### src/rtl/io_capture_pkg.sv
// -----------------------------------------------------------------------------
// io_capture_pkg
// Shared definitions for the IO event capture block: Wishbone register word
// indices, CTRL/STATUS bit positions and the STATUS fill-level field layout.
// -----------------------------------------------------------------------------
package io_capture_pkg;

   // Register word index, taken from wbs_adr_i[4:2]
   typedef enum logic [2:0] {
      REG_CTRL     = 3'd0,
      REG_MASK     = 3'd1,
      REG_STATUS   = 3'd2,
      REG_HEAD_VAL = 3'd3,
      REG_HEAD_TS  = 3'd4,
      REG_RSVD5    = 3'd5,
      REG_RSVD6    = 3'd6,
      REG_RSVD7    = 3'd7
   } reg_idx_e;

   // CTRL bits
   localparam int CTRL_EN_BIT  = 0;
   localparam int CTRL_CLR_BIT = 1;
   localparam int CTRL_IE_BIT  = 2;

   // STATUS bits
   localparam int STAT_EMPTY_BIT = 0;
   localparam int STAT_FULL_BIT  = 1;
   localparam int STAT_OVF_BIT   = 2;

   // STATUS fill-level field
   localparam int STAT_LEVEL_LSB = 8;
   localparam int STAT_LEVEL_W   = 8;

endpackage

### src/rtl/capture_fifo.sv
// -----------------------------------------------------------------------------
// capture_fifo
// Small synchronous FIFO holding captured {io value, timestamp} entries.
// The head entry is presented combinationally so firmware can inspect it
// without popping; an empty FIFO presents zero.
//
// Ports:
//   clk        in   clock
//   srst       in   synchronous active-high reset
//   push       in   write push_data (dropped when full unless popping too)
//   pop        in   remove head entry (ignored when empty)
//   clear      in   empty the FIFO; overrides a push in the same cycle
//   push_data  in   WIDTH-bit entry to write
//   head_data  out  current head entry, zero when empty
//   full       out  DEPTH entries stored
//   empty      out  no entries stored
//   level      out  number of stored entries
// -----------------------------------------------------------------------------
module capture_fifo #(
   parameter int WIDTH = 46,
   parameter int DEPTH = 4
) (
   input  logic                     clk,
   input  logic                     srst,
   input  logic                     push,
   input  logic                     pop,
   input  logic                     clear,
   input  logic [WIDTH-1:0]         push_data,
   output logic [WIDTH-1:0]         head_data,
   output logic                     full,
   output logic                     empty,
   output logic [$clog2(DEPTH):0]   level
);

   localparam int AW = $clog2(DEPTH);

   logic [WIDTH-1:0] mem [DEPTH];
   logic [AW-1:0]    wr_ptr_reg;
   logic [AW-1:0]    rd_ptr_reg;
   logic [AW:0]      count_reg;
   logic             do_read;
   logic             do_write;

   assign empty = (count_reg == '0);
   assign full  = (count_reg == (AW+1)'(DEPTH));
   assign level = count_reg;

   // A pop frees the slot a simultaneous push needs, so a full FIFO can
   // accept a push in the same cycle as a pop.
   assign do_read  = pop & ~empty;
   assign do_write = push & ~clear & (~full | do_read);

   // Head is read directly so it is visible without a pop.
   assign head_data = empty ? '0 : mem[rd_ptr_reg];

   always_ff @(posedge clk) begin
      if (do_write) begin
         mem[wr_ptr_reg] <= push_data;
      end
   end

   always_ff @(posedge clk) begin
      if (srst || clear) begin
         wr_ptr_reg <= '0;
         rd_ptr_reg <= '0;
         count_reg  <= '0;
      end else begin
         if (do_write) begin
            wr_ptr_reg <= wr_ptr_reg + AW'(1);
         end
         if (do_read) begin
            rd_ptr_reg <= rd_ptr_reg + AW'(1);
         end
         case ({do_write, do_read})
            2'b10:   count_reg <= count_reg + (AW+1)'(1);
            2'b01:   count_reg <= count_reg - (AW+1)'(1);
            default: count_reg <= count_reg;
         endcase
      end
   end

endmodule

### src/rtl/io_event_capture.sv
// -----------------------------------------------------------------------------
// io_event_capture
// Synchronises io_in, detects changes on masked bits and timestamps each
// change into a small FIFO that firmware drains over Wishbone. irq flags a
// non-empty FIFO when enabled.
//
// Ports:
//   wb_clk_i        in   clock
//   wb_rst_i        in   synchronous active-high reset
//   wbs_cyc_i/stb_i/we_i  in  Wishbone strobes
//   wbs_sel_i       in   byte enables for writes
//   wbs_adr_i       in   address, word index in [4:2]
//   wbs_dat_i       in   write data
//   wbs_ack_o       out  one-cycle acknowledge
//   wbs_dat_o       out  read data, valid while ack is high
//   io_in           in   asynchronous pad inputs
//   irq             out  level interrupt (IE & not empty), registered
// -----------------------------------------------------------------------------
module io_event_capture
   import io_capture_pkg::*;
#(
   parameter int BITS    = 30,
   parameter int DEPTH   = 4,
   parameter int TS_BITS = 16
) (
   input  logic            wb_clk_i,
   input  logic            wb_rst_i,
   input  logic            wbs_cyc_i,
   input  logic            wbs_stb_i,
   input  logic            wbs_we_i,
   input  logic [3:0]      wbs_sel_i,
   input  logic [31:0]     wbs_adr_i,
   input  logic [31:0]     wbs_dat_i,
   output logic            wbs_ack_o,
   output logic [31:0]     wbs_dat_o,
   input  logic [BITS-1:0] io_in,
   output logic            irq
);

   localparam int          LVL_W      = $clog2(DEPTH) + 1;
   localparam int          ENTRY_W    = BITS + TS_BITS;
   localparam logic [31:0] MASK_VALID = (BITS >= 32) ? 32'hFFFF_FFFF
                                                     : 32'((64'd1 << BITS) - 64'd1);

   // Input path
   logic [BITS-1:0]    s1_reg;
   logic [BITS-1:0]    s2_reg;
   logic [BITS-1:0]    prev_reg;
   logic [BITS-1:0]    chg;

   // Register file
   logic               en_reg;
   logic               ie_reg;
   logic               ovf_reg;
   logic [31:0]        mask_reg;
   logic [31:0]        mask_next;
   logic [TS_BITS-1:0] ts_reg;
   logic               irq_reg;

   // Wishbone
   logic               ack_reg;
   logic [31:0]        dat_reg;
   logic [31:0]        rd_data;
   logic               wb_access;
   logic               wr_en;
   logic               rd_en;
   reg_idx_e           reg_idx;

   // Control strobes
   logic               ctrl_wr;
   logic               clr_req;
   logic               pop_req;
   logic               push_req;
   logic               ovf_set;
   logic               ovf_clr;

   // FIFO
   logic [ENTRY_W-1:0] head_data;
   logic [BITS-1:0]    head_val;
   logic [TS_BITS-1:0] head_ts;
   logic               fifo_full;
   logic               fifo_empty;
   logic [LVL_W-1:0]   fifo_level;

   logic               unused_adr;
   assign unused_adr = ^{wbs_adr_i[31:5], wbs_adr_i[1:0]};

   // An access is taken only while ack is low, so a held strobe is
   // acknowledged on alternate cycles and every side effect lands on the
   // edge that raises ack.
   assign wb_access = wbs_cyc_i & wbs_stb_i & ~ack_reg;
   assign wr_en     = wb_access & wbs_we_i;
   assign rd_en     = wb_access & ~wbs_we_i;
   assign reg_idx   = reg_idx_e'(wbs_adr_i[4:2]);

   assign ctrl_wr = wr_en & (reg_idx == REG_CTRL) & wbs_sel_i[0];
   assign clr_req = ctrl_wr & wbs_dat_i[CTRL_CLR_BIT];
   assign ovf_clr = wr_en & (reg_idx == REG_STATUS) & wbs_sel_i[0] & wbs_dat_i[STAT_OVF_BIT];
   assign pop_req = rd_en & (reg_idx == REG_HEAD_TS);

   // prev follows s2 every cycle regardless of EN, so enabling capture
   // never sees a stale comparison value.
   assign chg      = (s2_reg ^ prev_reg) & mask_reg[BITS-1:0];
   assign push_req = en_reg & (|chg);

   // A full FIFO only overflows if no pop frees a slot and no clear discards
   // the push anyway.
   assign ovf_set = push_req & fifo_full & ~pop_req & ~clr_req;

   // MASK byte lanes
   genvar gi;
   generate
      for (gi = 0; gi < 4; gi++) begin : g_mask_lane
         assign mask_next[gi*8 +: 8] =
            (wr_en && (reg_idx == REG_MASK) && wbs_sel_i[gi]) ? wbs_dat_i[gi*8 +: 8]
                                                               : mask_reg[gi*8 +: 8];
      end
   endgenerate

   capture_fifo #(
      .WIDTH (ENTRY_W),
      .DEPTH (DEPTH)
   ) u_fifo (
      .clk       (wb_clk_i),
      .srst      (wb_rst_i),
      .push      (push_req),
      .pop       (pop_req),
      .clear     (clr_req),
      .push_data ({s2_reg, ts_reg}),
      .head_data (head_data),
      .full      (fifo_full),
      .empty     (fifo_empty),
      .level     (fifo_level)
   );

   assign head_val = head_data[ENTRY_W-1:TS_BITS];
   assign head_ts  = head_data[TS_BITS-1:0];

   always_comb begin
      rd_data = '0;
      case (reg_idx)
         REG_CTRL: begin
            rd_data[CTRL_EN_BIT] = en_reg;
            rd_data[CTRL_IE_BIT] = ie_reg;
         end
         REG_MASK: begin
            rd_data = mask_reg;
         end
         REG_STATUS: begin
            rd_data[STAT_EMPTY_BIT] = fifo_empty;
            rd_data[STAT_FULL_BIT]  = fifo_full;
            rd_data[STAT_OVF_BIT]   = ovf_reg;
            rd_data[STAT_LEVEL_LSB +: STAT_LEVEL_W] = STAT_LEVEL_W'(fifo_level);
         end
         REG_HEAD_VAL: begin
            rd_data = 32'(head_val);
         end
         REG_HEAD_TS: begin
            rd_data = 32'(head_ts);
         end
         default: begin
            rd_data = '0;
         end
      endcase
   end

   always_ff @(posedge wb_clk_i) begin
      if (wb_rst_i) begin
         s1_reg   <= '0;
         s2_reg   <= '0;
         prev_reg <= '0;
         en_reg   <= 1'b0;
         ie_reg   <= 1'b0;
         ovf_reg  <= 1'b0;
         mask_reg <= '0;
         ts_reg   <= '0;
         irq_reg  <= 1'b0;
         ack_reg  <= 1'b0;
         dat_reg  <= '0;
      end else begin
         s1_reg   <= io_in;
         s2_reg   <= s1_reg;
         prev_reg <= s2_reg;

         ack_reg  <= wb_access;
         dat_reg  <= rd_en ? rd_data : '0;

         if (ctrl_wr) begin
            en_reg <= wbs_dat_i[CTRL_EN_BIT];
            ie_reg <= wbs_dat_i[CTRL_IE_BIT];
         end
         mask_reg <= mask_next & MASK_VALID;

         if (clr_req) begin
            ts_reg <= '0;
         end else if (en_reg) begin
            ts_reg <= ts_reg + TS_BITS'(1);
         end

         // A new overflow wins over a simultaneous clear so it is not lost.
         if (ovf_set) begin
            ovf_reg <= 1'b1;
         end else if (ovf_clr) begin
            ovf_reg <= 1'b0;
         end

         irq_reg <= ie_reg & ~fifo_empty;
      end
   end

   assign wbs_ack_o = ack_reg;
   assign wbs_dat_o = dat_reg;
   assign irq       = irq_reg;

endmodule

### config.mk
export PLATFORM = sky130hd
export DESIGN_NAME = io_event_capture
export DESIGN_NICKNAME = d
export VERILOG_FILES = /design/src/rtl/io_capture_pkg.sv /design/src/rtl/capture_fifo.sv /design/src/rtl/io_event_capture.sv
export SDC_FILE = /design/constraint.sdc
export NUM_CORES = 1
export LEC_CHECK = 0
export CORE_MARGIN = 5
export CORE_UTILIZATION = 55
export DETAILED_ROUTE_END_ITERATION = 8
export PLACE_DENSITY = 0.76
export RECOVER_POWER = 25
export SLEW_MARGIN = 20
export SYNTH_ARGS = -nofsm -noshare
export SYNTH_HDL_FRONTEND = slang
export SYNTH_SLANG_ARGS = --single-unit
export TNS_END_PERCENT = 100
### constraint.sdc
create_clock -name wb_clk_i -period 4 [get_ports wb_clk_i]
set_input_delay 0.4 -clock wb_clk_i [delete_from_list [all_inputs] [get_ports wb_clk_i]]
set_output_delay 0.4 -clock wb_clk_i [all_outputs]
set_load 0.01 [all_outputs]
# Word-level counts from Yosys, hierarchy flattened
# Memories as Yosys holds them, arrays and structs flattened. A register that Yosys moved wholly into a read port is not among the register bits.
# Cells that the tools add are included.
# classes
add_sub_neg	5
bitwise	29
reduce_logical	13
mux	14
eq_ne	7
# op_table
operator	n
2-to-1 mux 46 bit	1
one-hot mux 8 bit (4 select lines)	1
bitwise AND 30 bit	1
OR reduction 30 bit	1
XOR 30 bit	1
one-hot mux 14 bit (2 select lines)	1
bitwise AND 1 bit	19
adder 16 x 1 -> 16 bit, second input constant	1
one-hot mux 5 bit (3 select lines)	1
one-hot mux 1 bit (5 select lines)	2
inverter 1 bit	7
equality test 3 x 2 -> 1 bit, second input constant	2
equality test 3 bit, second input constant	2
logical NOT 3 bit	2
one-hot mux 3 bit (2 select lines)	1
logical AND 1 bit	5
adder 2 x 1 -> 2 bit, second input constant	2
2-to-1 mux 1 bit	4
2-to-1 mux 2 bit	2
one-hot mux 1 bit (4 select lines)	1
nonzero test 2 bit	2
OR reduction 2 bit	2
adder 3 x 1 -> 3 bit, second input constant	1
equality test 3 x 1 -> 1 bit, second input constant	1
5 further kinds	5
# totals
ramBits	184
wordCells	86
out_inout_bits	34
reg_bits	180
in_bits	103
memories	1
# mem_list
memory	words	word_bits	read_ports	rd_clocked_by_memory_dff	write_ports	line_no	source
u_fifo.mem	4	46	1	1	1	capture_fifo.sv:37	logic [WIDTH-1:0] mem [DEPTH];

# Logic depth before layout (Yosys ltp)
# Gate-level depths: netlist of run 1.
# depth
ltp_word	11
ltp_mapped	10
mapped_depth_nobuf	10

# Modules after synthesis
# From an unflattened synthesis of run 1, not the netlist that was laid out.
# hier_totals
cells_unflattened	984
area_unflattened_um2	13629.3
# modules_own_cells
mod	n_inst	seq_area_each_um2	cells_each	area_each_um2
capture_fifo	1	5705.5	351	7459.7
io_event_capture	1	3423.3	633	6169.7

# Worst setup path before layout of run 1
# OpenSTA, ideal clock, no wires.
# synth_timing
path_type	input-to-reg
start	in wbs_adr_i[2]
end	mem u_fifo.mem[0][0], enable pin
path_buffers	1
setup_time_ns	0.408
setup_slack_ns	0.882
required_time_ns	3.592
stages	5
arrival_ns	2.710
path_cell_list	or3b_1 > buf_2 > o311a_4 > nor3_4 > and2_1
# synth_via
elab_chain_cells	9
elab_cells_between_ends	13
cone_classes	1 x eq/ne; 2 x mux; 9 x bitwise; 1 x reduce/logical
# synth_lines
item	line_no	source
start, declared	io_event_capture.sv:32	input logic [31:0] wbs_adr_i,
logical NOT 3 bit	io_event_capture.sv:96	assign ctrl_wr = wr_en & (reg_idx == REG_CTRL) & wbs_sel_i[0];
bitwise AND 1 bit (2 in a row)	io_event_capture.sv:96	
bitwise AND 1 bit	io_event_capture.sv:97	assign clr_req = ctrl_wr & wbs_dat_i[CTRL_CLR_BIT];
inverter 1 bit	capture_fifo.sv:51	assign do_write = push & ~clear & (~full | do_read);
bitwise AND 1 bit	capture_fifo.sv:51	
bitwise AND 1 bit *	capture_fifo.sv:51	
2-to-1 mux 1 bit *	capture_fifo.sv:57	if (do_write) begin
2-to-1 mux 1 bit (implied by the code) *	capture_fifo.sv:58	mem[wr_ptr_reg] <= push_data;
end, declared	capture_fifo.sv:37	
# Mark *: on every way between the ends. The rest lies on a longest branch, timed or not.

# Final worst setup path of run 1
# layout_timing
start	in wb_rst_i
end	reg dat_reg[11] (netlist: wbs_dat_o[11])
# layout_via
elab_chain_cells	1
# layout_lines
item	line_no	source
start, declared	io_event_capture.sv:27	input logic wb_rst_i,
OR reduction 2 bit (no source line)	n/a	
end signal, assigned	io_event_capture.sv:186	dat_reg <= rd_en ? rd_data : '0;
end, declared	io_event_capture.sv:62	logic [31:0] dat_reg;
# No other way between the ends.
# A chain may end at the register's enable or synchronous reset.

==> flow_summary.json, run 1 <==
{
  "number_of_antenna_violations_at_the_first_check_in_global_routing": 1,
  "ys_async_sr_fraction": 0,
  "final_nets": 1150,
  "synth_enable_flop_cells": 184,
  "via_count": 7677,
  "post_cts.resized_instances": 0,
  "r2r-start": "s2_reg[21]",
  "dominantRegCellSynth": "sky130_fd_sc_hd__edfxtp_1",
  "final_hold_viol_count": 0,
  "floorplan.io_pins": 137,
  "cts_hold_repair.buffers": 0,
  "setup-violations-final": 0,
  "final_std_cell_area_no_fill_um2": 15800,
  "largest_register_ffs": 184,
  "finalCriticalPeriod_ns": 2.97,
  "p_leak_nw": 5.46,
  "cts_buffers": 37,
  "route.antenna.remaining_nets": 0,
  "floorplan.rows": 57,
  "sort_of_element_at_the_start_of_the_critical_path": "primary input",
  "unrepaired_setup_endpoints_after_global_routing": "no",
  "ys_seq_elements": 364,
  "clk_latency_ns": 0.52,
  "final_min_period_over_clock_period": 0.742,
  "max_freq_mhz": 337,
  "setup_total_negative_slack_ns": 0,
  "die_area_um2": 27400,
  "layout_commonest_cell": "sky130_fd_sc_hd__edfxtp_1",
  "yosys_warnings": 0,
  "layout_cells_sized_above_1": 0.112,
  "most_frequent_cells_in_the_layout": "sky130_fd_sc_hd__edfxtp_1, sky130_fd_sc_hd__dfxtp_1, sky130_fd_sc_hd__clkdlybuf4s50_1",
  "cts_root_buf": "sky130_fd_sc_hd__clkbuf_16",
  "critical_path_arrival_ns": 3.35,
  "synthCells": 931,
  "reg2reg_depth": 10,
  "max_flop_register": "u_fifo.mem",
  "slew_violations": 56,
  "die_w_um": 165,
  "violations": "capacitance limit, slew limit",
  "number_of_buffers_added_on_ports": 103,
  "vias_in_the_first_global_route": 7946,
  "worst-path-max-fanout": 55,
  "area_delta_synth_final_pct": 19.2,
  "initial_core_util": 0.553,
  "viasPerCell": 5.51,
  "critical_path_class": "primary input to flop",
  "syn-cell-area_um2": 13300,
  "die_height_um": 165,
  "netlist-cell-type-count": 52,
  "worst_setup_path_end_kind": "flop",
  "total_inserted_antenna_cells": 0,
  "crit_required_ns": 4.38,
  "cts_tree": "done",
  "synth_seq_area_share": 0.687,
  "r2r_end": "u_fifo.level[2]",
  "h-tree-depth": 2,
  "largest_net_degree_at_the_start_of_global_routing": 74,
  "dp_hpwl_um": 17900,
  "grt_remaining_overflow": 0,
  "worst_hold_path.num_cells": 1,
  "fillCellCount": 1719,
  "drtIter0Drc": 570,
  "max-cap-violations": 1,
  "grt_pass1_wl_um": 44800,
  "hold_end": "s2_reg[2]",
  "wirelength_um": 28300,
  "clkSinkCount": 364,
  "skew_ns": 0.0158,
  "post_synth.cell_area_avg_um2": 14.3,
  "power.density_cell_area_nw_per_um2": 468,
  "globalRouteTotalUtil": 0.214,
  "routed_wire_length_per_instance_um": 20.3,
  "pre_cts_slack_ns": 0.827,
  "postCtsSetupRepairBufs": 0,
  "post-route-worst-setup-slack_ns": 1.03,
  "path_clk_slew_ns": 0.06,
  "core_region_area_um2": 24000,
  "maximum_number_of_buffers_from_clock_root_to_sink": 3,
  "run_status": "finished with violations",
  "worstMarginPinSlew_ns": 2.35,
  "drt_drc_violations_left": 0,
  "max-vdd-ir-drop_mv": 0.330,
  "first_pass_detailed_route_iteration_total": 5,
  "slew_headroom": -0.568,
  "gp_congestion": 0.848,
  "worst-r2r-setup-slack_ns": 1.09,
  "holdCritPathClass": "flop to flop",
  "placed_area_um2": 14700,
  "hp-start": "s1_reg[2]",
  "layout.core_utilization": 0.659
}
[metal layers]
metal  GRT usage  wire length (um)  up-vias
met5           0                13        -
met3      0.0439              1800       50
met1       0.289             12000     3787
li1            -                 -     3598
met2       0.358             13800      240
met4      0.0577               596        2
[cells by family (layout without fill, tap and decap cells)]
logic type / Yosys count / after routing / share of synthesized area
simple gates: 261 / 261 / 0.108
compound gates: 104 / 104 / 0.0555
mux: 96 / 96 / 0.0967
buf+inv: 54 / 191 / 0.0167
xor+xnor: 45 / 45 / 0.0296
fa+ha+maj: 6 / 6 / 0.00621
flops: 364 / 364 / 0.687
other cells: 1 / 2 / 0.000282
[how the worst max path moves through the flow]
stage | start | to | slack, ns | cells past startpoint
2_1_floorplan | wbs_adr_i[2] | u_fifo.mem[0][0] | 0.88 | 5
3_3_place_gp | wbs_adr_i[2] | u_fifo.mem[1][34] | 0.86 | 6
3_5_place_dp | wbs_adr_i[2] | u_fifo.mem[1][34] | 0.83 | 6
4_1_cts | s2_reg[23] | u_fifo.level[2] | 1.08 | 10
5_1_grt | wb_rst_i | wbs_dat_o[11] | 0.73 | 4
6_report | wb_rst_i | wbs_dat_o[11] | 1.03 | 4
[layout make-up]
type | count | area (um^2) | area share
well taps | 324 | 405 | 0.0256
multi-input cells | 514 | 3960 | 0.250
inverters | 5 | 18.8 | 0.00118
clock inverters | 15 | 106 | 0.00671
repair buffers | 119 | 1170 | 0.0738
clock buffers | 52 | 1050 | 0.0665
flip-flops and latches | 364 | 9130 | 0.576
[Yosys cell counts, types with 3 or more instances]
cell,instances,area (um^2)
sky130_fd_sc_hd__mux2i_1,70,701
sky130_fd_sc_hd__o21ai_0,3,15.0
sky130_fd_sc_hd__buf_4,3,22.5
sky130_fd_sc_hd__nor4_4,4,85.1
sky130_fd_sc_hd__nor3_1,4,20.0
sky130_fd_sc_hd__clkbuf_1,34,128
sky130_fd_sc_hd__mux4_2,26,586
sky130_fd_sc_hd__nand4_1,9,56.3
sky130_fd_sc_hd__ha_1,5,62.6
sky130_fd_sc_hd__nor2_1,75,282
sky130_fd_sc_hd__inv_1,5,18.8
sky130_fd_sc_hd__xnor2_1,3,26.3
sky130_fd_sc_hd__edfxtp_1,184,5530
sky130_fd_sc_hd__buf_2,7,35.0
sky130_fd_sc_hd__or3_1,5,31.3
sky130_fd_sc_hd__dfxtp_1,180,3600
sky130_fd_sc_hd__and2_1,6,37.5
sky130_fd_sc_hd__nor2b_1,94,588
sky130_fd_sc_hd__nand3_1,9,45.0
sky130_fd_sc_hd__a21oi_1,29,145
sky130_fd_sc_hd__xor2_1,42,368
sky130_fd_sc_hd__o22ai_1,10,62.6
sky130_fd_sc_hd__o211ai_1,10,75.1
sky130_fd_sc_hd__buf_1,5,18.8
sky130_fd_sc_hd__o221ai_1,10,87.6
sky130_fd_sc_hd__a22oi_1,31,233
sky130_fd_sc_hd__nand2_1,35,131
[stage by stage]
step                std cells  total power, mW  hold WS, ns
floorplan                 932             4.12        0.414
global placement         1326             4.22        0.417
detailed placement       1326             4.23        0.421
CTS                      1393             7.47        0.364
global route             1393             7.68        0.425
finish                   1393             7.42        0.433
[power by group]
group / total (mW) / switching (mW) / internal, mW
logic: 0.186 / 0.0859 / 0.100
registers: 3.96 / 0.0293 / 3.93
clock network: 3.27 / 1.36 / 1.91
total: 7.42 / 1.48 / 5.94
[worst max-delay path, stage by stage]
cell                       delay, ns
sky130_fd_sc_hd__clkbuf_1       1.64
sky130_fd_sc_hd__or3_1          0.84
sky130_fd_sc_hd__buf_4          0.35
sky130_fd_sc_hd__a21oi_1        0.11
Note: power is estimated with default switching activity, not from simulation.
==> run 2, diff against run 1 <==
--- a/config.mk
+++ b/config.mk
@@ -6,9 +6,9 @@
 export NUM_CORES = 1
 export LEC_CHECK = 0
 export CORE_MARGIN = 5
-export CORE_UTILIZATION = 55
+export CORE_UTILIZATION = 51
 export DETAILED_ROUTE_END_ITERATION = 8
-export PLACE_DENSITY = 0.76
+export PLACE_DENSITY = 0.74
 export RECOVER_POWER = 25
 export SLEW_MARGIN = 20
 export SYNTH_ARGS = -nofsm -noshare
==> constraint.sdc (replaced) <==
create_clock -name wb_clk_i -period 2.4 [get_ports wb_clk_i]
set_input_delay 0.24 -clock wb_clk_i [delete_from_list [all_inputs] [get_ports wb_clk_i]]
set_output_delay 0.24 -clock wb_clk_i [all_outputs]
set_load 0.01 [all_outputs]
==> flow_summary.json, run 2 (synthesized netlist as in run 1, its figures left out) <==
{
  "run_status": "finished with violations",
  "violations": "setup timing",
  "drt_drc_violations_left": 0,
  "floorplan.io_pins": 137,
  "core_region_area_um2": 25800,
  "largest_net_degree_at_the_start_of_global_routing": 41,
  "layout_commonest_cell": "sky130_fd_sc_hd__edfxtp_1",
  "finalCriticalPeriod_ns": 2.52,
  "finalPower_mw": 12.8,
  "slew_violations": 0,
  "unrepaired_setup_endpoints_after_global_routing": "yes",
  "worst-path-max-fanout": 2,
  "total_inserted_antenna_cells": 0,
  "maximum_number_of_buffers_from_clock_root_to_sink": 3,
  "viasPerCell": 5.53,
  "wirelength_um": 31600,
  "holdWs_ns": 0.264,
  "post-route-worst-setup-slack_ns": -0.117,
  "first_pass_detailed_route_iteration_total": 5,
  "setup-violations-final": 2,
  "dp_hpwl_um": 20000,
  "cts_buffers": 38,
  "vias_in_the_first_global_route": 8348,
  "setup_total_negative_slack_ns": -0.128,
  "path_clk_slew_ns": 0.06,
  "power.density_cell_area_nw_per_um2": 754,
  "worstMarginPinSlew_ns": 1.47,
  "p_leak_nw": 6.06,
  "max-cap-violations": 0,
  "grt_remaining_overflow": 0,
  "critical_path_arrival_ns": 2.97,
  "grt_pass1_wl_um": 47700,
  "max-vdd-ir-drop_mv": 0.631,
  "initial_core_util": 0.515,
  "via_count": 8280,
  "cts_tree": "done",
  "critical_path_class": "flop to flop",
  "die_height_um": 171,
  "number_of_antenna_violations_at_the_first_check_in_global_routing": 0,
  "die_area_um2": 29400,
  "gp_congestion": 0.865,
  "skew_ns": 0.0211,
  "number_of_buffers_added_on_ports": 103,
  "final_nets": 1242,
  "area_delta_synth_final_pct": 27.8,
  "worst_setup_path_end_kind": "flop",
  "layout_cells_sized_above_1": 0.199,
  "cts_hold_repair.buffers": 0,
  "most_frequent_cells_in_the_layout": "sky130_fd_sc_hd__edfxtp_1, sky130_fd_sc_hd__dfxtp_1, sky130_fd_sc_hd__nor2b_1",
  "largest_register_ffs": 184,
  "route.antenna.remaining_nets": 0,
  "globalRouteTotalUtil": 0.210,
  "holdCritPathClass": "primary input to flop",
  "slew_headroom": 0.0168,
  "clkSinkCount": 364,
  "pre_cts_slack_ns": -0.271,
  "max_freq_mhz": 397,
  "cts_root_buf": "sky130_fd_sc_hd__clkbuf_16",
  "sort_of_element_at_the_start_of_the_critical_path": "flop",
  "max_flop_register": "u_fifo.mem",
  "clk_latency_ns": 0.52,
  "crit_required_ns": 2.85,
  "final_min_period_over_clock_period": 1.05,
  "routed_wire_length_per_instance_um": 21.1,
  "die_w_um": 171,
  "final_hold_viol_count": 0,
  "h-tree-depth": 2,
  "drtIter0Drc": 737,
  "floorplan.rows": 59
}
## run 2: report_power, final
| group | total, mW | internal (mW) | leakage (nW) | switching (mW) |
|---|---|---|---|---|
| Clock | 5.85 | 3.52 | 0.634 | 2.33 |
| Combinational | 0.369 | 0.197 | 2.28 | 0.172 |
| Sequential | 6.59 | 6.56 | 3.15 | 0.0356 |
| Total | 12.8 | 10.3 | 6.06 | 2.53 |
## run 2: cell type report
| cell class | instances | area [um^2] |
|---|---|---|
| clock buffers | 57 | 1140 |
| clock inverters | 13 | 135 |
| fillers | 1783 | 8850 |
| inverters | 5 | 18.8 |
| multi-input cells | 514 | 4020 |
| flip-flops and latches | 364 | 9140 |
| well taps | 335 | 419 |
| repair buffers | 210 | 2110 |
## run 2: what timing repair did
item                       CTS  global route
pin swaps                    4            14
cloned                       3             6
resized for setup           11            25
setup buffers                3             1
setup endpoints to repair   17           187
## run 2: final timing paths
path              start              end  slack (ns)  cells past startpoint
max reg2reg  s2_reg[18]  u_fifo.level[2]       -0.12                     10
min reg2reg   s1_reg[2]        s2_reg[2]        0.43                      1
max          s2_reg[18]  u_fifo.level[2]       -0.12                     10
min           io_in[24]       s1_reg[24]        0.26                      2
## run 2: per-stage QoR
| stage | utilization | instance area, um^2 | cells |
|---|---|---|---|
| final | 0.657 | 17000 | 1498 |
| after global routing | 0.657 | 17000 | 1498 |
| after CTS | 0.650 | 16800 | 1492 |
| after detailed placement | 0.595 | 15400 | 1416 |
| after global placement | 0.595 | 15400 | 1416 |
| after floorplan | - | 13300 | 932 |
## run 2: worst max-delay path: stages (launching register included)
cell,delay [ns]
sky130_fd_sc_hd__dfxtp_2,0.32
sky130_fd_sc_hd__xor2_1,0.16
sky130_fd_sc_hd__a22oi_2,0.20
sky130_fd_sc_hd__nand4_1,0.28
sky130_fd_sc_hd__or4_4,0.60
sky130_fd_sc_hd__a21oi_4,0.16
sky130_fd_sc_hd__fa_2,0.23
sky130_fd_sc_hd__nand2_2,0.07
sky130_fd_sc_hd__nor4_4,0.17
sky130_fd_sc_hd__nor3_1,0.11
sky130_fd_sc_hd__nor3_2,0.15
## run 2: metal layers
metal	vias to the layer above	track usage	share of wire
li1	3787	-	-
met1	4123	0.290	0.42
met2	316	0.355	0.49
met3	54	0.0292	0.063
met4	0	0.0520	0.022
met5	-	0	0
==> patch 1 (settings of run 1) <==
Set the package constant `STAT_LEVEL_W` to 10 (it was 8).
--- a/src/rtl/io_capture_pkg.sv
+++ b/src/rtl/io_capture_pkg.sv
@@ -29,7 +29,7 @@
 
    // STATUS fill-level field
    localparam int STAT_LEVEL_LSB = 8;
-   localparam int STAT_LEVEL_W   = 8;
+   localparam int STAT_LEVEL_W   = 10;
 
 endpackage
 
Behaviour: unchanged (Yosys induction, for registers that start in step).
==> patch 1 against run 1 <==
The run still ends with max-capacitance violations, max-slew violations left. Clock skew shrank 0.0014 ns. Cell count shrank 0.57%. Design area is 0.44% lower. Fmax fell by 6.4%. Wire length is 0.46% lower. Worst setup slack got worse by 0.20 ns. Sequential cell count did not move. Sequential power about the same. Global-route usage is 0.060 points lower. Synthesized area down 0.62%. Sequential share of layout area rose by 0.26 points. Power is 0.69% lower. Largest cell class unchanged.
==> patch 1: results (changes against run 1) <==
[routing]
viasPerCell = 5.50  ; -0.12%
wl_mm = 28.1  ; -0.46%

[grt]
grt_pass1_vias = 7935  ; -0.14%
grt_antenna_before_repair = 0  ; -1
grt_usage_pct = 21.4  ; -0.060 points
grt_max_degree = 72  ; -2.7%
grt_pass1_wl_mm = 44.5  ; -0.69%

[sta]
clock.fmax_mhz = 315  ; -6.4%
relSlewSlack_pct = -84.7  ; -28 points
whs_ns = 0.433  ; -0.000391 ns
drv_slew = 59  ; +5.4%

[clock_network]
clk_latency_ns = 0.51

[critical_path]
reg2reg_from = s2_reg[10]$_SDFF_PP0_
worstPathArrival_ns = 3.54  ; +0.19 ns
crit_fanout = 58  ; +5.5%
r2r_cells = 7  ; -3
worstReg2RegEnd = u_fifo.mem[3][35]$_DFFE_PP_
crit_slowest_cell = clkbuf_1
rrSetupSlack_ns = 1.27  ; +0.18 ns
slowest_delay_ns = 1.93  ; +0.29 ns

[place]
placed_area_mm2 = 0.0146  ; -0.32%
gp_congestion = 0.813  ; -4.2%
hpwlAfterDp_mm = 18.0  ; +0.75%

[final_layout]
final_cells = 1385  ; -0.57%
drive_above_1_share_pct = 11.4  ; +0.22 points

[power]
leakage_nw = 5.46  ; about the same
peakVddDrop_uv = 451  ; +36%
swShare_pct = 19.5  ; -0.38 points

[yosys]
synth.distinct_cells = 49  ; -5.8%
synth-seq-area-share_pct = 69.1  ; +0.43 points
netlist_instances = 924  ; -0.75%
yosys-top-cells-area = edfxtp_1 42%, dfxtp_1 27%, mux2i_1 5.5%
synth_commonest_cells = 184 x edfxtp_1, 180 x dfxtp_1, 93 x nor2b_1

[run_status]
failed_checks = max-capacitance violations, max-slew violations
status = complete, but fails checks

[worst_hold_path]
holdPathEnd = s2_reg[5]$_SDFF_PP0_
min_from = s1_reg[5]$_SDFF_PP0_

[flow_run]
max_cap_violations = 1  ; unchanged

## patch 1: cell count changes in the layout (fill, tap and decap cells not counted), sizes merged, moves of 3 or more
cell,delta
a21oi,-3
buf,+6
clkinv,-6
clkinvlp,+3
inv,-5
nand2,-3
nand3,+4
nor2,+3
or3,-3
xnor2,+3
## patch 1: metal layers
metal | vias up | GRT usage [%] | part of all wire (%)
li1 | 3581 | - | -
met1 | 3731 | 29.2 | 42
met4 | 0 | 7.07 | 2.8
met2 | 249 | 35.2 | 48
met3 | 63 | 3.44 | 6.6
met5 | - | 0 | 0
## patch 1: logic make-up (layout without fill, tap and decap cells)
kind of cell | Yosys count | after routing | share of synthesized area (%)
AO/OA/AOI/OAI | 98 | 98 | 5.19
XOR/XNOR | 48 | 48 | 3.18
adder cells (fa/ha/maj) | 6 | 6 | 0.625
other | 1 | 2 | 0.0284
multiplexers | 98 | 98 | 9.89
buffers and inverters | 50 | 191 | 1.56
AND/OR/NAND/NOR | 259 | 259 | 10.4
flip-flops | 364 | 364 | 69.1
## patch 1: power by group through the flow
| stage | logic, mW | registers, mW | clock network (mW) |
|---|---|---|---|
| 2_1_floorplan | 0.0842 | 4.03 | 0 |
| 3_3_place_gp | 0.187 | 4.04 | 0 |
| 3_5_place_dp | 0.190 | 4.04 | 0 |
| 4_1_cts | 0.191 | 3.96 | 3.28 |
| 5_1_grt | 0.205 | 3.97 | 3.45 |
| 6_report | 0.191 | 3.96 | 3.22 |
## patch 1: layout make-up
class | instances | area [um^2]
inverter | 3 | 11.3
sequential | 364 | 9130
timing repair buffer | 125 | 1200
tap | 319 | 399
fill | 1730 | 7770
clock buffer | 54 | 1060
multi-input combinational | 511 | 3890
clock inverter | 9 | 77.6
==> patch 2 (flow settings as in run 1) <==
Without the edit above. `s1_reg` no longer has a reset.
--- a/src/rtl/io_event_capture.sv
+++ b/src/rtl/io_event_capture.sv
@@ -166,7 +166,6 @@
 
    always_ff @(posedge wb_clk_i) begin
       if (wb_rst_i) begin
-         s1_reg   <= '0;
          s2_reg   <= '0;
          prev_reg <= '0;
          en_reg   <= 1'b0;
@@ -178,7 +177,6 @@
          ack_reg  <= 1'b0;
          dat_reg  <= '0;
       end else begin
-         s1_reg   <= io_in;
          s2_reg   <= s1_reg;
          prev_reg <= s2_reg;
 
@@ -208,6 +206,10 @@
       end
    end
 
+   always_ff @(posedge wb_clk_i) begin
+      s1_reg <= io_in;
+   end
+
    assign wbs_ack_o = ack_reg;
    assign wbs_dat_o = dat_reg;
    assign irq       = irq_reg;
Formal check against the unedited RTL: same outputs for any inputs over 4 cycles, from zero or initial values and one cycle with wb_rst_i high; that may be too few to reach the edited logic, so the function may still have changed.
==> patch 2 against run 1 <==
The run still ends with max-capacitance violations, max-slew violations left. Core utilization grew 0.86 points. Worst setup slack improved by 0.011 ns. Sequential cell count unchanged. Synthesized area down 1.5%. Synthesized cell count shrank 3.7%. Power grew 0.74%. Critical path depth grew 6. Worst hold slack worse by 0.0047 ns. First-iteration DRC count is 25% higher. Register-to-register slack lost 0.05 ns. Design area down 1.1%. Wire length decreased by 1.0%. Critical endpoint is now u_fifo.level[2]$_SDFFE_PP0P_. Highest routed layer is now met4.
==> patch 2: results (changes against run 1) <==
[grt]
grt_pass1_wl_mm = 43.6  ; -2.6%
grtUsageMet3_pct = 3.89  ; -0.50 points
grt_pass1_vias = 7694  ; -3.2%
grt_max_degree = 51  ; -31%
grt_usage_pct = 21.3  ; -0.17 points

[yosys]
synth_compound_area_share_pct = 5.64  ; +0.086 points
synth_xor_area_share_pct = 3.01  ; +0.046 points
synthAdderAreaFrac_pct = 0.631  ; +0.0096 points
synth.area.mux_share_pct = 9.82  ; +0.15 points

[final_layout]
final_nets = 1121  ; -2.5%
clkbuf_count = 45  ; -13%
clockNetworkAreaShare_pct = 7.47  ; +0.15 points
fillers = 1632  ; -5.1%
multi_input_area_share_pct = 24.0  ; -0.93 points

[routing]
met1_length_mm = 11.7  ; -2.6%
dr_wl_met2_mm = 13.5  ; -2.4%
routedWlPerCell_um = 20.6  ; +1.6%
route.top_layer_used = met4
drt_iter0_markers = 711  ; +25%
via_count = 7610  ; -0.87%

[power]
seqPwrFrac_pct = 53.3  ; about the same
p_per_area_mw_per_mm2 = 477  ; +1.8%
p_switching_mw = 1.48  ; +0.25%
leakage_nw = 5.40  ; -1.1%
peakVddDrop_uv = 487  ; +48%

[critical_path]
rrSetupSlack_ns = 1.04  ; -0.05 ns
crit_slowest_cell = or4_4
slowest_delay_ns = 0.66  ; -0.98 ns
crit_fanout = 6  ; -89%
startpoint = s2_reg[14]$_SDFF_PP0_
path_delay_family = simple AND/OR/NAND/NOR gates

[sta]
drv_slew = 49  ; -13%
finClkSkew_ns = 0.0107  ; -0.00507 ns

[run_status]
status = complete, but fails checks
failed_checks = max-capacitance violations, max-slew violations

[place]
hpwlAfterDp_mm = 17.6  ; -2.0%
gp_congestion = 0.862  ; +1.6%

[flow_run]
max_cap_violations = 1  ; unchanged

[clock_network]
numCtsBuffers = 36  ; -2.7%

==> patch 2: cell count changes in the layout (fill, tap and decap cells not counted), moves of 3 or more <==
cell / delta
clkdlybuf4s50_1: -30
dlygate4sd3_1: +30
nor2b_1: -30
clkbuf_8: -4
clkbuf_1: -3
==> patch 2: metrics by stage <==
| step | worst slack, ns | area, um^2 | std cells |
|---|---|---|---|
| after floorplan | 0.882 | 13100 | 898 |
| after global placement | 0.863 | 14500 | 1293 |
| after detailed placement | 0.803 | 14500 | 1293 |
| after CTS | 1.06 | 15700 | 1357 |
| after global routing | 0.903 | 15700 | 1357 |
| final | 1.04 | 15700 | 1357 |
==> patch 2: path summary, 6_finish.rpt <==
kind / endpoint / depth (start not counted)
setup / recovery: u_fifo.level[2]$_SDFFE_PP0P_ / 10
hold reg to reg: s2_reg[20]$_SDFF_PP0_ / 1
hold / removal: s1_reg[23]$_DFF_P_ / 1
setup reg to reg: u_fifo.level[2]$_SDFFE_PP0P_ / 10
